[src/rtl/logic_unit_arbiter.sv]
// Two-port round-robin arbiter in front of a shared 32-bit bitwise logic unit.
// Grant is combinational; operands are latched, then the result is registered (two-cycle latency).
module logic_unit_arbiter #(
  parameter int unsigned Width = 32
) (
  input  logic             clk_i,
  input  logic             rst_i,
  input  logic             flush_i,
  input  logic             req0_i,
  input  logic [1:0]       op0_i,
  input  logic [Width-1:0] a0_i,
  input  logic [Width-1:0] b0_i,
  input  logic             req1_i,
  input  logic [1:0]       op1_i,
  input  logic [Width-1:0] a1_i,
  input  logic [Width-1:0] b1_i,
  output logic             gnt0_o,
  output logic             gnt1_o,
  output logic             done0_o,
  output logic             done1_o,
  output logic [Width-1:0] data_result_o,
  output logic             busy_o
);

  logic             last_q, last_d;
  logic             s1_valid_q, s1_valid_d;
  logic             s1_id_q, s1_id_d;
  logic [1:0]       s1_op_q, s1_op_d;
  logic [Width-1:0] s1_a_q, s1_a_d;
  logic [Width-1:0] s1_b_q, s1_b_d;
  logic             done0_q, done0_d;
  logic             done1_q, done1_d;
  logic [Width-1:0] result_q, result_d;
  logic [Width-1:0] alu_res;
  logic             gnt0, gnt1;

  // last_q names the most recently granted port; a contested cycle goes to the other one.
  always_comb begin
    gnt0 = 1'b0;
    gnt1 = 1'b0;
    if (!rst_i && !flush_i) begin
      if (req0_i && req1_i) begin
        if (last_q) gnt0 = 1'b1;
        else        gnt1 = 1'b1;
      end else if (req0_i) begin
        gnt0 = 1'b1;
      end else if (req1_i) begin
        gnt1 = 1'b1;
      end
    end
  end

  always_comb begin
    last_d     = last_q;
    s1_valid_d = gnt0 | gnt1;
    s1_id_d    = gnt1;
    s1_op_d    = gnt1 ? op1_i : op0_i;
    s1_a_d     = gnt1 ? a1_i  : a0_i;
    s1_b_d     = gnt1 ? b1_i  : b0_i;
    if (gnt0)      last_d = 1'b0;
    else if (gnt1) last_d = 1'b1;
  end

  always_comb begin
    alu_res = '0;
    unique case (s1_op_q)
      2'b00:   alu_res = s1_a_q & s1_b_q;
      2'b01:   alu_res = s1_a_q | s1_b_q;
      2'b10:   alu_res = s1_a_q ^ s1_b_q;
      2'b11:   alu_res = ~s1_a_q;
      default: alu_res = '0;
    endcase
  end

  // Flush kills the stage-1 op; a done already registered this cycle is left visible.
  always_comb begin
    done0_d  = s1_valid_q && !s1_id_q && !flush_i;
    done1_d  = s1_valid_q &&  s1_id_q && !flush_i;
    result_d = (s1_valid_q && !flush_i) ? alu_res : result_q;
  end

  always_ff @(posedge clk_i) begin
    if (rst_i) begin
      last_q     <= 1'b1;
      s1_valid_q <= 1'b0;
      done0_q    <= 1'b0;
      done1_q    <= 1'b0;
      result_q   <= '0;
    end else begin
      last_q     <= last_d;
      s1_valid_q <= s1_valid_d;
      done0_q    <= done0_d;
      done1_q    <= done1_d;
      result_q   <= result_d;
    end
  end

  // Operand fields are only meaningful alongside s1_valid_q, so they need no reset.
  always_ff @(posedge clk_i) begin
    s1_id_q <= s1_id_d;
    s1_op_q <= s1_op_d;
    s1_a_q  <= s1_a_d;
    s1_b_q  <= s1_b_d;
  end

  assign gnt0_o        = gnt0;
  assign gnt1_o        = gnt1;
  assign done0_o       = done0_q;
  assign done1_o       = done1_q;
  assign data_result_o = result_q;
  assign busy_o        = s1_valid_q | done0_q | done1_q;

endmodule

[config.mk]
export PLATFORM = sky130hd
export DESIGN_NAME = logic_unit_arbiter
export DESIGN_NICKNAME = d
export VERILOG_FILES = /design/src/rtl/logic_unit_arbiter.sv
export SDC_FILE = /design/constraint.sdc
export NUM_CORES = 1
export LEC_CHECK = 0
export CAP_MARGIN = 20
export CELL_PAD_IN_SITES_DETAIL_PLACEMENT = 1
export CELL_PAD_IN_SITES_GLOBAL_PLACEMENT = 2
export CORE_MARGIN = 2
export CORE_UTILIZATION = 32
export CTS_BUF_LIST = sky130_fd_sc_hd__clkbuf_8
export DETAILED_ROUTE_END_ITERATION = 12
export PLACE_DENSITY = 0.84
export REMOVE_ABC_BUFFERS = 1
export SYNTH_ARGS = -nofsm -noshare
export SYNTH_HDL_FRONTEND = slang
export SYNTH_SLANG_ARGS = --single-unit
[constraint.sdc]
create_clock -name clk_i -period 4.4 [get_ports clk_i]
set_input_delay 1.32 -clock clk_i [delete_from_list [all_inputs] [get_ports clk_i]]
set_output_delay 1.32 -clock clk_i [all_outputs]
set_load 0.05 [all_outputs]
; ---- Yosys cells after proc, flatten, opt, wreduce, memory -nomap -nowiden
; Index checks and enable logic that the tools add are counted.
[word_totals]
latchBits = 0
elab_cells = 46
memories = 0
ramBits = 0
rom_bits = 0
in_bits = 137
regBits = 103
[classes]
shifts = 0
n_reduce_logical = 12
mux = 15
n_div = 0
bitwise = 7
eq_ne = 3
multipliers = 0
order_cmp = 0
add_sub_neg = 0
[ops]
columns = cell, count
row1 = $pmux 32 s4, 1
row2 = $mux 32, 2
row3 = $and 32x32->32, 1
row4 = $not 32->32, 1
row5 = $or 32x32->32, 1
row6 = $xor 32x32->32, 1
row7 = $mux 1, 11
row8 = $logic_and 1x1->1, 7
row9 = $eq 2x2->1 const B, 2
row10 = $logic_not 1->1, 3
row11 = $or 1x1->1, 3
row12 = $eq 2x1->1 const B, 1
row13 = $logic_not 2->1, 1
row14 = $mux 2, 1
row15 = $reduce_bool 2->1, 1

; ---- Logic depth before layout (Yosys ltp)
; Gate-level depths: netlist (run 1).
[logic_depth]
ltp_word = 6
ltp_mapped = 5
mapped_depth_nobuf = 5

; ---- Worst setup path after synthesis (run 1)
; Ideal clock, no wire load.
[synth_timing]
path_type = input-to-output
startpoint = input rst_i
endpoint = output gnt1_o
arrival_ns = 2.271
t_required_ns = 3.080
slack_ns = 0.809
path_buffers = 2
path_stages = 5
cell_sequence = nor2_2 -> nand3_1 -> buf_2 -> buf_6 -> inv_1
[synth_between]
elab_chain_len = 3
[synth_lines]
columns = item, line_no
row1 = "start, declared", 7  ; input logic rst_i,
row2 = $logic_not 1->1, 41  ; if (!rst_i && !flush_i) begin
row3 = $logic_and 1x1->1, 41
row4 = $mux 1, 41
row5 = "end, declared", 18  ; output logic gnt1_o,
; Every way passes these cells.

; ---- Worst setup path after layout (run 1)
[layout_timing]
startpoint = input rst_i
endpoint = output gnt0_o
[layout_between]
elab_chain_len = 3
[layout_lines]
columns = item, line_no
row1 = $logic_not 1->1, 41
row2 = $logic_and 1x1->1, 41
row3 = $mux 1, 41
row4 = "end, declared", 17  ; output logic gnt0_o,
; Every way passes these cells.

==> out/metrics.csv, run 1 <==
stage;metric;value;unit
min_path;HP Start;s1_id_q$_DFF_P_;
synthesis;most frequent cell after synthesis;dfxtp_1;
timing;final critical-path required period;3.84;ns
die;cell row count;47;
setup_path;WS Path Type;input pin to output pin;
timing;Setup-failing EPs final;0;
global_route;routing usage on met3;0.0407;
detailed_routing;DR WL/cell;15.0;µm
setup_path;R2R setup slack;2.28;ns
power_and_ir_drop;Pwr Total;2.15;mW
global_route;GR Overflow Total;0;
detailed_routing;first-pass iteration count of the detailed router;4;
timing;final worst-path setup slack;0.556;ns
setup_path;r2r worst-path depth;4;
synthesis;number of enable flip-flop cells after synthesis;0;
synthesis;synth unique cells;24;
clock_network;Reg clk slew, reported paths;0.09;ns
final_layout;layout cells sized above 1;0.179;
die;CORE AREA;16500;µm²
timing;Setup Skew;0.00817;ns
setup_path;Worst R2R End;data_result_o[0]$_SDFFE_PP0P_;
synthesis;Compound-Gate Fraction of Synth Area;0.0639;
setup_path;launch point of the worst reg-to-reg path;s1_valid_q$_SDFF_PP0_;
synthesis;Synth Instances;468;
min_path;Hold Path Depth;1;
global_route;vias in the first global route;4459;
clock_network;hold_buf cts;0;
final_layout;area growth from synthesis to layout;40.0;%
synthesis;post-synthesis mux area share;0.272;
power_and_ir_drop;PD cells;286;nW/µm²
timing;Slew headroom;0.367;
timing;RSZ-0062 raised after global routing;no;
timing;Max Clk Rate;260;MHz
synthesis;Seq/Total Area, Yosys;0.384;
timing;setup TNS;0;ns
place;HPWL after DPL;9410;µm
detailed_routing;DRC Markers;0;
detailed_routing;WL final;12800;µm
global_route;largest net degree at the start of global routing;67;
synthesis;Synth top area share;0.384;
detailed_routing;via count;3934;
setup_path;Worst Path Arrival;2.52;ns
clock_network;H-tree depth;3;
global_route;M1 GR Usage;0.160;
setup_path;WP data required;3.08;ns
synthesis;Synth async-reset ratio;0;
final_layout;Final Util;0.456;
detailed_routing;via/cell ratio;4.59;
final_layout;ANT cells;0;
setup_path;crit end category;output pin;
die;height of the die;134;µm
job;Max-Cap Viols;0;
global_route;first-pass GRT wire length;21200;µm
global_route;grt met2 use;0.278;
die;# IOs;174;
die;full die area;17800;µm²
synthesis;Synth Register Bits;103;
synthesis;Mapped Area;5370;µm²
clock_network;TritonCTS clock tree;built;
timing;slew at the pin with the worst max-slew slack;0.949;ns
setup_path;crit-path max FO;6;
clock_network;# clock sinks;103;
setup_path;startpoint type of the worst setup path;input pin;
timing;final hold violations;0;
synthesis;Ys Warns;0;
clock_network;Max Buffers Root-to-Sink;2;
clock_network;CTS resizes;0;
synthesis;Simple-Gate Fraction of Synth Area;0.0496;
place;Placer Congestion;0.695;
clock_network;Post-CTS Setup Bufs;0;
clock_network;Skew-Pair Late Insertion Delay;0.37;ns
synthesis;Adder-Cell Fraction of Synth Area;0.149;
timing;Tcrit/Tclk final;0.874;
die;Initial Util;0.326;
global_route;antenna violations before repair;0;
status;outcome;finished, final reports clean;
power_and_ir_drop;Max VDD drop;177;µV
detailed_routing;starting DRC count in detailed routing;79;
place;worst slack at placement;0.550;ns
timing;WHS;0.406;ns
synthesis;combinational family with the most area after synthesis;multiplexers;
final_layout;fin nets;833;
synthesis;Synth top cells by count;dfxtp_1 (103), inv_1 (65), ha_1 (64), mux2i_1 (64), mux2_2 (37);
detailed_routing;DRT antenna net count;0;
min_path;Worst Hold Endpoint;done0_o$_SDFF_PP0_;
synthesis;XOR/XNOR share of the synthesized area;0;
synthesis;largest cells by area after synthesis;dfxtp_1 (38%), ha_1 (15%), mux2i_1 (12%);
die;Die Wd;134;µm
synthesis;Yosys top cell by area;dfxtp_1;
global_route;total track usage;0.150;
clock_network;root buf cell;clkbuf_8;
min_path;Min-Delay Path Class;flop to flop;
global_route;Most Used Layer, Global Route;met2;
place;port bufs;173;
power_and_ir_drop;Pleak;3.48;nW
synthesis;Mean Syn Cell Area;11.5;µm²
clock_network;TritonCTS buffer count;9;
timing;Slew Limit Fails;0;
synthesis;ys flop type;dfxtp_1;
layout by cell type (no fill, tap or decap), drive strengths merged:
cell | Yosys | layout
clkdlybuf4s50 | 0 | 171
dfxtp | 103 | 103
inv | 66 | 68
mux2 | 66 | 66
mux2i | 64 | 64
ha | 64 | 64
nor2 | 35 | 35
a221o | 33 | 33
clkbuf | 6 | 11
buf | 19 | 7
nand2 | 3 | 3
and3 | 3 | 3
bufinv | 0 | 2
nand3 | 1 | 1
or3 | 1 | 1
nand2b | 1 | 1
a21oi | 1 | 1
or4b | 1 | 1
o21a | 1 | 1
clkinv | 0 | 1
registers in the layout (all words and copies together) (netlist names), 2 cells and up:
register	flops
data_result_o	32
s1_a_q	32
s1_b_q	32
s1_op_q	2
power breakdown:
part	total (mW)	switching, mW	internal [mW]
clock	0.674	0.327	0.347
sequential	1.04	0.0475	0.989
combinational	0.437	0.183	0.255
critical path: stages:
cell and delay (ns):
clkdlybuf4s50_1 0.50, nor2_2 0.29, and3_1 0.27, buf_12 0.15
kinds of logic (layout without fill, tap and decap cells):
group | Yosys count | in the layout
flip-flops | 103 | 103
buffers and inverters | 91 | 260
multiplexers | 130 | 130
AO/OA/AOI/OAI | 35 | 35
AND/OR/NAND/NOR | 45 | 45
adder cells (fa/ha/maj) | 64 | 64
worst max-delay path by stage:
stage | slack [ns] | startpoint | to | depth (start not counted)
floorplan | -1.35 | rst_i | gnt1_o | 3
global placement | 0.59 | rst_i | gnt0_o | 4
finish | 0.56 | rst_i | gnt0_o | 4
CTS | 0.56 | rst_i | gnt0_o | 4
global route | 0.49 | rst_i | gnt0_o | 4
detailed placement | 0.55 | rst_i | gnt0_o | 4
final cells by class:
type                            count  area, µm²
Sequential cell                   103       2070
Clock buffer                       11        151
Tap cell                          220        275
Multi-Input combinational cell    274       2890
Clock inverter                      5       72.6
Timing Repair Buffer              178       1810
Fill cell                        1754       8950
Inverter                           66        248
routing by layer:
metal  share of wire  up-vias
met5               0        -
met4           0.017        0
met3           0.063       13
met2            0.52      105
met1            0.40     1893
li1                -     1923
per-stage QoR:
step	area, µm²	cells
floorplan	5180	443
global route	7510	857
finish	7510	857
detailed placement	7260	840
CTS	7490	856
global placement	7260	840
No activity file was read; power rests on OpenSTA's default activity.
==> run 2: changes to the inputs <==
- CTS_CLUSTER_SIZE: not set -> 30
==> results of run 2 <==
No change in the layout: final DEF, timing and power equal those of run 1.
